## config.mk

```make
export PLATFORM = sky130hd
export DESIGN_NAME = stop_watch_ctrl
export DESIGN_NICKNAME = d
export VERILOG_FILES = /design/src/rtl/stop_watch_ctrl.sv
export SDC_FILE = /design/constraint.sdc
export NUM_CORES = 1
export LEC_CHECK = 0
export BUFFER_PORTS_ARGS = -buffer_cell sky130_fd_sc_hd__buf_2
export CAP_MARGIN = 30
export CORE_MARGIN = 1.5
export CORE_UTILIZATION = 60
export DETAILED_ROUTE_END_ITERATION = 8
export GPL_TIMING_DRIVEN = 1
export PLACE_DENSITY_LB_ADDON = 0.15
export SKIP_CTS_REPAIR_TIMING = 1
export SYNTH_ARGS = -nofsm -noshare
export SYNTH_HDL_FRONTEND = slang
export SYNTH_SLANG_ARGS = --single-unit
```

## constraint.sdc

```tcl
create_clock -name clk -period 4.39 [get_ports clk]
set_input_delay 0.439 -clock clk [delete_from_list [all_inputs] [get_ports clk]]
set_output_delay 0.439 -clock clk [all_outputs]
set_load 0.05 [all_outputs]
```

## src/rtl/stop_watch_ctrl.sv

```systemverilog
// stop_watch_ctrl: front-panel sequencer for the stop_watch block.
// Conditions two raw push-buttons and drives stop_watch from them. Each
// button is synchronised and debounced. A clean press then steps the
// run/pause/lap/clear state machine, which issues single-cycle control pulses.
//
// Ports:
//   clk        system clock, rising edge
//   rst_n      asynchronous active-low reset
//   btn_ss     raw START/STOP button (active high, asynchronous)
//   btn_lap    raw LAP/RESET button (active high, asynchronous)
//   time_in    live digits {hr_h,hr_l,min_h,min_l,sec_h,sec_l}, BCD
//   start_stop one-cycle toggle pulse to stop_watch
//   clear      one-cycle clear pulse to stop_watch
//   disp       digits to display (frozen lap time while in LAP)
//   running    high in RUN or LAP
//   lap_active high in LAP
//   state      current FSM state encoding
//
// state | meaning
// ------+-----------------------------------------------
// IDLE  | cleared and stopped; a lap press is ignored
// RUN   | counting, display live
// PAUSE | stopped; a lap press clears the stop_watch
// LAP   | counting, display frozen at the captured split

module stop_watch_ctrl #(
  parameter int unsigned DEB_CNT = 4
) (
  input  logic        clk,
  input  logic        rst_n,
  input  logic        btn_ss,
  input  logic        btn_lap,
  input  logic [23:0] time_in,
  output logic        start_stop,
  output logic        clear,
  output logic [23:0] disp,
  output logic        running,
  output logic        lap_active,
  output logic [1:0]  state
);

  typedef enum logic [1:0] {
    IDLE  = 2'b00,
    RUN   = 2'b01,
    PAUSE = 2'b10,
    LAP   = 2'b11
  } state_t;

  localparam logic [15:0] DEB_LAST = 16'(DEB_CNT - 1);

  // Bit 0 is START/STOP and bit 1 is LAP/RESET throughout.
  logic [1:0]  sync1;
  logic [1:0]  sync2;
  logic [1:0]  level;
  logic [1:0]  level_d;
  logic [1:0]  press;
  logic [15:0] cnt [2];

  state_t      st;
  logic [23:0] lap_reg;

  always_ff @(posedge clk or negedge rst_n) begin
    if (!rst_n) begin
      sync1   <= '0;
      sync2   <= '0;
      level   <= '0;
      level_d <= '0;
      press   <= '0;
      cnt[0]  <= '0;
      cnt[1]  <= '0;
    end else begin
      sync1   <= {btn_lap, btn_ss};
      sync2   <= sync1;
      level_d <= level;
      // The press strobe is registered. It fires one cycle after the
      // debounced level rises. A release produces no strobe.
      press   <= level & ~level_d;
      for (int i = 0; i < 2; i++) begin
        if (sync2[i] == level[i]) begin
          cnt[i] <= '0;
        end else if (cnt[i] == DEB_LAST) begin
          level[i] <= sync2[i];
          cnt[i]   <= '0;
        end else begin
          cnt[i] <= cnt[i] + 16'd1;
        end
      end
    end
  end

  // A START/STOP event takes priority. A lap event arriving in the same cycle
  // is dropped.
  always_ff @(posedge clk or negedge rst_n) begin
    if (!rst_n) begin
      st         <= IDLE;
      start_stop <= 1'b0;
      clear      <= 1'b0;
      lap_reg    <= '0;
    end else begin
      start_stop <= 1'b0;
      clear      <= 1'b0;
      if (press[0]) begin
        start_stop <= 1'b1;
        case (st)
          IDLE:    st <= RUN;
          RUN:     st <= PAUSE;
          LAP:     st <= PAUSE;
          PAUSE:   st <= RUN;
          default: st <= IDLE;
        endcase
      end else if (press[1]) begin
        case (st)
          RUN: begin
            lap_reg <= time_in;
            st      <= LAP;
          end
          LAP:   st <= RUN;
          PAUSE: begin
            clear   <= 1'b1;
            lap_reg <= '0;
            st      <= IDLE;
          end
          default: st <= st;
        endcase
      end
    end
  end

  assign state      = st;
  assign running    = (st == RUN) || (st == LAP);
  assign lap_active = (st == LAP);
  assign disp       = lap_active ? lap_reg : time_in;

endmodule

```

After elaboration in Yosys (flattened, before gate mapping)
Cells that the tools add are included.
{"block": "classes", "reduce_logical": 11, "eq_ne": 7, "bitwise": 5, "muxes": 14, "addsub": 2}
{"op": "$mux W16", "count": 4}
{"op": "$pmux W24 S2", "count": 1}
{"op": "$add A16 B1 Y16 const B", "count": 2}
{"op": "$eq A16 B2 Y1 const B", "count": 2}
{"op": "$mux W24", "count": 1}
{"op": "$pmux W2 S3", "count": 1}
{"op": "$reduce_and A2 Y1", "count": 3}
{"op": "$eq A2 B2 Y1 const B", "count": 2}
{"op": "$mux W1", "count": 4}
{"op": "$mux W2", "count": 2}
{"op": "$pmux W2 S2", "count": 1}
{"op": "$reduce_bool A2 Y1", "count": 2}
{"op": "$reduce_bool A4 Y1", "count": 1}
{"op": "$reduce_or A2 Y1", "count": 2}
{"op": "$not A1 Y1", "count": 3}
{"op": "$reduce_and A3 Y1", "count": 1}
{"op": "$and A2 B2 Y2", "count": 1}
{"op": "$eq A1 B1 Y1", "count": 2}
{"op": "$eq A2 B1 Y1 const B", "count": 1}
{"op": "$logic_not A2 Y1", "count": 1}
{"op": "$not A2 Y2", "count": 1}
{"op": "$logic_or A1 B1 Y1", "count": 1}
{"block": "totals", "reg_bits": 70, "out_inout_bits": 30}

Longest topological paths before layout
{"block": "logic_depth", "depth_word": 4, "ltp_mapped": 7, "mapped_depth_nobuf": 6}

Worst setup path before layout
No wires, ideal clock.
{"block": "synth_path", "kind": "register to output", "start": "register st[0], in the netlist state[0]", "end": "output port disp[10]", "stages_incl_launch_ff": 5, "slack_ps": 1523, "t_arrival_ps": 2428, "path_cell_list": "dfrtp_1 > ha_1 > clkbuf_1 > buf_1 > mux2_2"}
{"block": "synth_between", "elab_chain_cells": 2}
{"element": "from (decl)", "line": "59", "rtl": "state_t st;"}
{"element": "from (signal assigned)", "line": "123", "rtl": "default: st <= st;"}
{"element": "$eq A2 B2 Y1", "line": "131", "rtl": "assign lap_active = (st == LAP);"}
{"element": "net lap_active", "line": "38", "rtl": "output logic lap_active,"}
{"element": "$mux W24", "line": "132", "rtl": "assign disp = lap_active ? lap_reg : time_in;"}
{"element": "to (decl)", "line": "36", "rtl": "output logic [23:0] disp,"}
The timed path passes the listed nets, and every way through them passes these cells.

Worst setup path in the final report
{"block": "layout_path", "start": "register st[0], in the netlist state[0]", "end": "output port disp[0]"}
{"block": "layout_between", "elab_chain_cells": 2}
{"element": "$eq A2 B2 Y1", "line": "131"}
{"element": "$mux W24", "line": "132"}
No other way between the ends.

==> run_results.csv <==
group,metric,value,unit
layout,antennaDiodeCount,0,
sta,max_freq,0.420,GHz
grt,grt_max_degree,49,
layout,layout_common_cells,"70 x dfrtp_1, 57 x buf_2, 36 x nor2_1",
cts,cts_tree,"yes",
drt,viasPerCell,5.38,
yosys,syn-cell-area,3380,um2
cts,cts_inserted_buffers,9,
yosys,syn-num-nets,365,
place,placed_area,3750,um2
yosys,ys_types,32,
grt,grt_pass1_vias,2405,
drt,drc,0,
power_and_ir_drop,cellPowerDensity,665,nW/um2
place,dpl.hpwl,4220,um
yosys,ys_warn_count,0,
yosys,post_synth_main_area_contributors,"dfrtp_1 52%, mux2_2 8.7%, xnor2_1 4.9%, nand2b_1 4.4%, nor2_1 4.0%",
yosys,synth_ff_type,"dfrtp_1",
power_and_ir_drop,power_frac_seq,35.8,%
setup_path,cp.arrival,1940,ps
grt,antenna_found_initial,0,
layout,largest_register_ff_count,32,
drt,wl,6140,um
layout,final_area,3950,um2
power_and_ir_drop,vdd_drop_max,396,uV
cts,clk_pin_slew_worst_paths,80,ps
yosys,synth_cells,330,
die,die_h,78.1,um
yosys,yosysSeqAreaShare,51.8,%
setup_path,setup.worst_path.class,"reg -> out",
cts,clk_latency,350,ps
setup_path,rrSetupSlack,2590,ps
layout,layout-drive-gt1-share,27.3,%
die,die_x,78.1,um
sta,final_hold_viol_count,0,
sta,setup_viol,0,
layout,syn2layout_area_growth,16.6,%
cts,cts_root_buffer,"clkbuf_8",
die,dieArea,6100,um2
cts,cts.sinks,70,
grt,grt-ovfl-total,0,
sta,slew_headroom,54.0,%
sta,worst_pin_slew,689,ps
yosys,synth_edf_count,0,
drt,dr.pass1.iters,4,
sta,grt_setup_unrepaired,"false",
die,fp-row-count,27,
worst_hold_path,hold_class,"in -> async",
place,numPortBuffers,57,
power_and_ir_drop,p_int,1.46,mW
place,globalplace.congestion,0.867,
yosys,ys_ff_latch,70,
power_and_ir_drop,power_switching,1.16,mW
drt,vias,2494,
sta,min_period,2380,ps
grt,track_usage,22.2,%
drt,ant_nets,0,
die,fp.coreArea,5470,um2
drt,drt_iter0_drc,155,
layout,nFillCells,398,
sta,period_share,54.2,%
yosys,synthArstFlopShare,100,%
sta,setup_tns,0,ps
yosys,synth.largest_area_cell,"dfrtp_1",
drt,routedWlPerCell,13.2,um
run,maxCapViolCount,0,
power_and_ir_drop,p_leak,1.80,nW
cts,htreeDepth,3,
status,outcome,"complete, no violations",
die,start_util,61.8,%
sta,slew_violations,0,
setup_path,worst-path-max-fanout,23,
yosys,postSynthAreaPerCell,10.2,um2
sta,finClkSkew,11.9,ps
layout,postLayoutCoreUtil,72.1,%
layout,mostFrequentLayoutCell,"dfrtp_1",
cts,cts_buffer_depth,2,
die,ioPinCount,58,
power_and_ir_drop,p_sw_share,44.3,%
grt,grt_pass1_wl,10700,um
power_and_ir_drop,pwr-share-clk,19.6,%
layout,final_nets,422,
setup_path,worstSetupStartpointType,"flip-flop",
yosys,synth.top_cell.area_share,51.8,%
setup_path,cp-end-kind,"output port",
setup_path,critical_path_required,3950,ps
power_and_ir_drop,p_comb_share,44.7,%
## logic make-up (layout without fill, tap and decap cells)
kind of cell | after synthesis | in the layout | synth area share (%)
AOI/OAI and AO/OA | 30 | 30 | 4.51
xor gates and xnor gates | 30 | 30 | 7.77
adders and majority gates | 7 | 7 | 2.59
buffers and inverters | 20 | 82 | 2.26
DFF | 70 | 70 | 51.8
muxes | 26 | 26 | 8.66
and+or+nand+nor | 147 | 147 | 22.4
## power groups by stage
stage | sequential (mW) | combinational, mW | clock (mW)
floorplan | 0.964 | 0.885 | 0
global placement | 0.936 | 1.13 | 0
detailed placement | 0.950 | 1.18 | 0
CTS | 0.938 | 1.19 | 0.526
global route | 0.965 | 1.27 | 0.548
finish | 0.939 | 1.17 | 0.513
## layer usage
| layer | global-route usage [%] | routed length [um] | up-vias |
|---|---|---|---|
| met5 | 0 | 0 | - |
| met4 | 11.4 | 104 | 0 |
| met3 | 3.84 | 274 | 9 |
| met2 | 35.0 | 2830 | 60 |
| met1 | 29.7 | 2920 | 1183 |
| li1 | - | - | 1242 |
## cell type report
cell class              count  area (um2)  share of cell area (%)
flip-flops and latches     70        1750                    44.4
well taps                  72        90.1                    2.28
repair buffers             60         328                    8.31
inverters                   6        22.5                   0.571
clock inverters             7        75.1                    1.90
multi-input cells         240        1550                    39.4
clock buffers               9         124                    3.14
## final timing paths
kind,from,end,cells after the start
worst max-delay path,state[0],disp[0],4
min in group clk,btn_lap,sync1[1],1
worst max register to register,cnt[16],cnt[31],5
worst min-delay path,rst_n,lap_reg[7],1
max in group asynchronous,rst_n,sync2[1],2
worst min register to register,sync1[1],sync2[1],0
## Yosys cell counts (2+ instances only)
| master | instances |
|---|---|
| and4_1 | 2 |
| inv_1 | 6 |
| nand2b_1 | 24 |
| clkbuf_1 | 11 |
| nand3_1 | 10 |
| nor4b_1 | 2 |
| nor4_1 | 9 |
| dfrtp_1 | 70 |
| ha_1 | 7 |
| a21oi_1 | 2 |
| nand4_1 | 11 |
| o21ai_0 | 25 |
| nor2b_1 | 2 |
| mux2_2 | 26 |
| nor3_1 | 7 |
| o21ai_1 | 2 |
| xor2_1 | 11 |
| nor2_1 | 36 |
| buf_1 | 2 |
| and3_1 | 3 |
| nand2_1 | 33 |
| xnor2_1 | 19 |
## stage by stage
stage               power [mW]  std cells  hold slack (ps)  setup WS [ps]
finish                    2.62        464             58.0           2010
global route              2.79        464              109           1910
CTS                       2.65        464             67.4           1980
detailed placement        2.14        448              335           2370
global placement          2.07        447              331           2000
floorplan                 1.85        330              143           1520
## critical path, stage by stage, from the launching register on
cell,delay (ps)
dfrtp_1,440
ha_1,390
buf_16,210
mux2_2,350
buf_2,210
No activity file was read; power rests on OpenSTA's default activity.
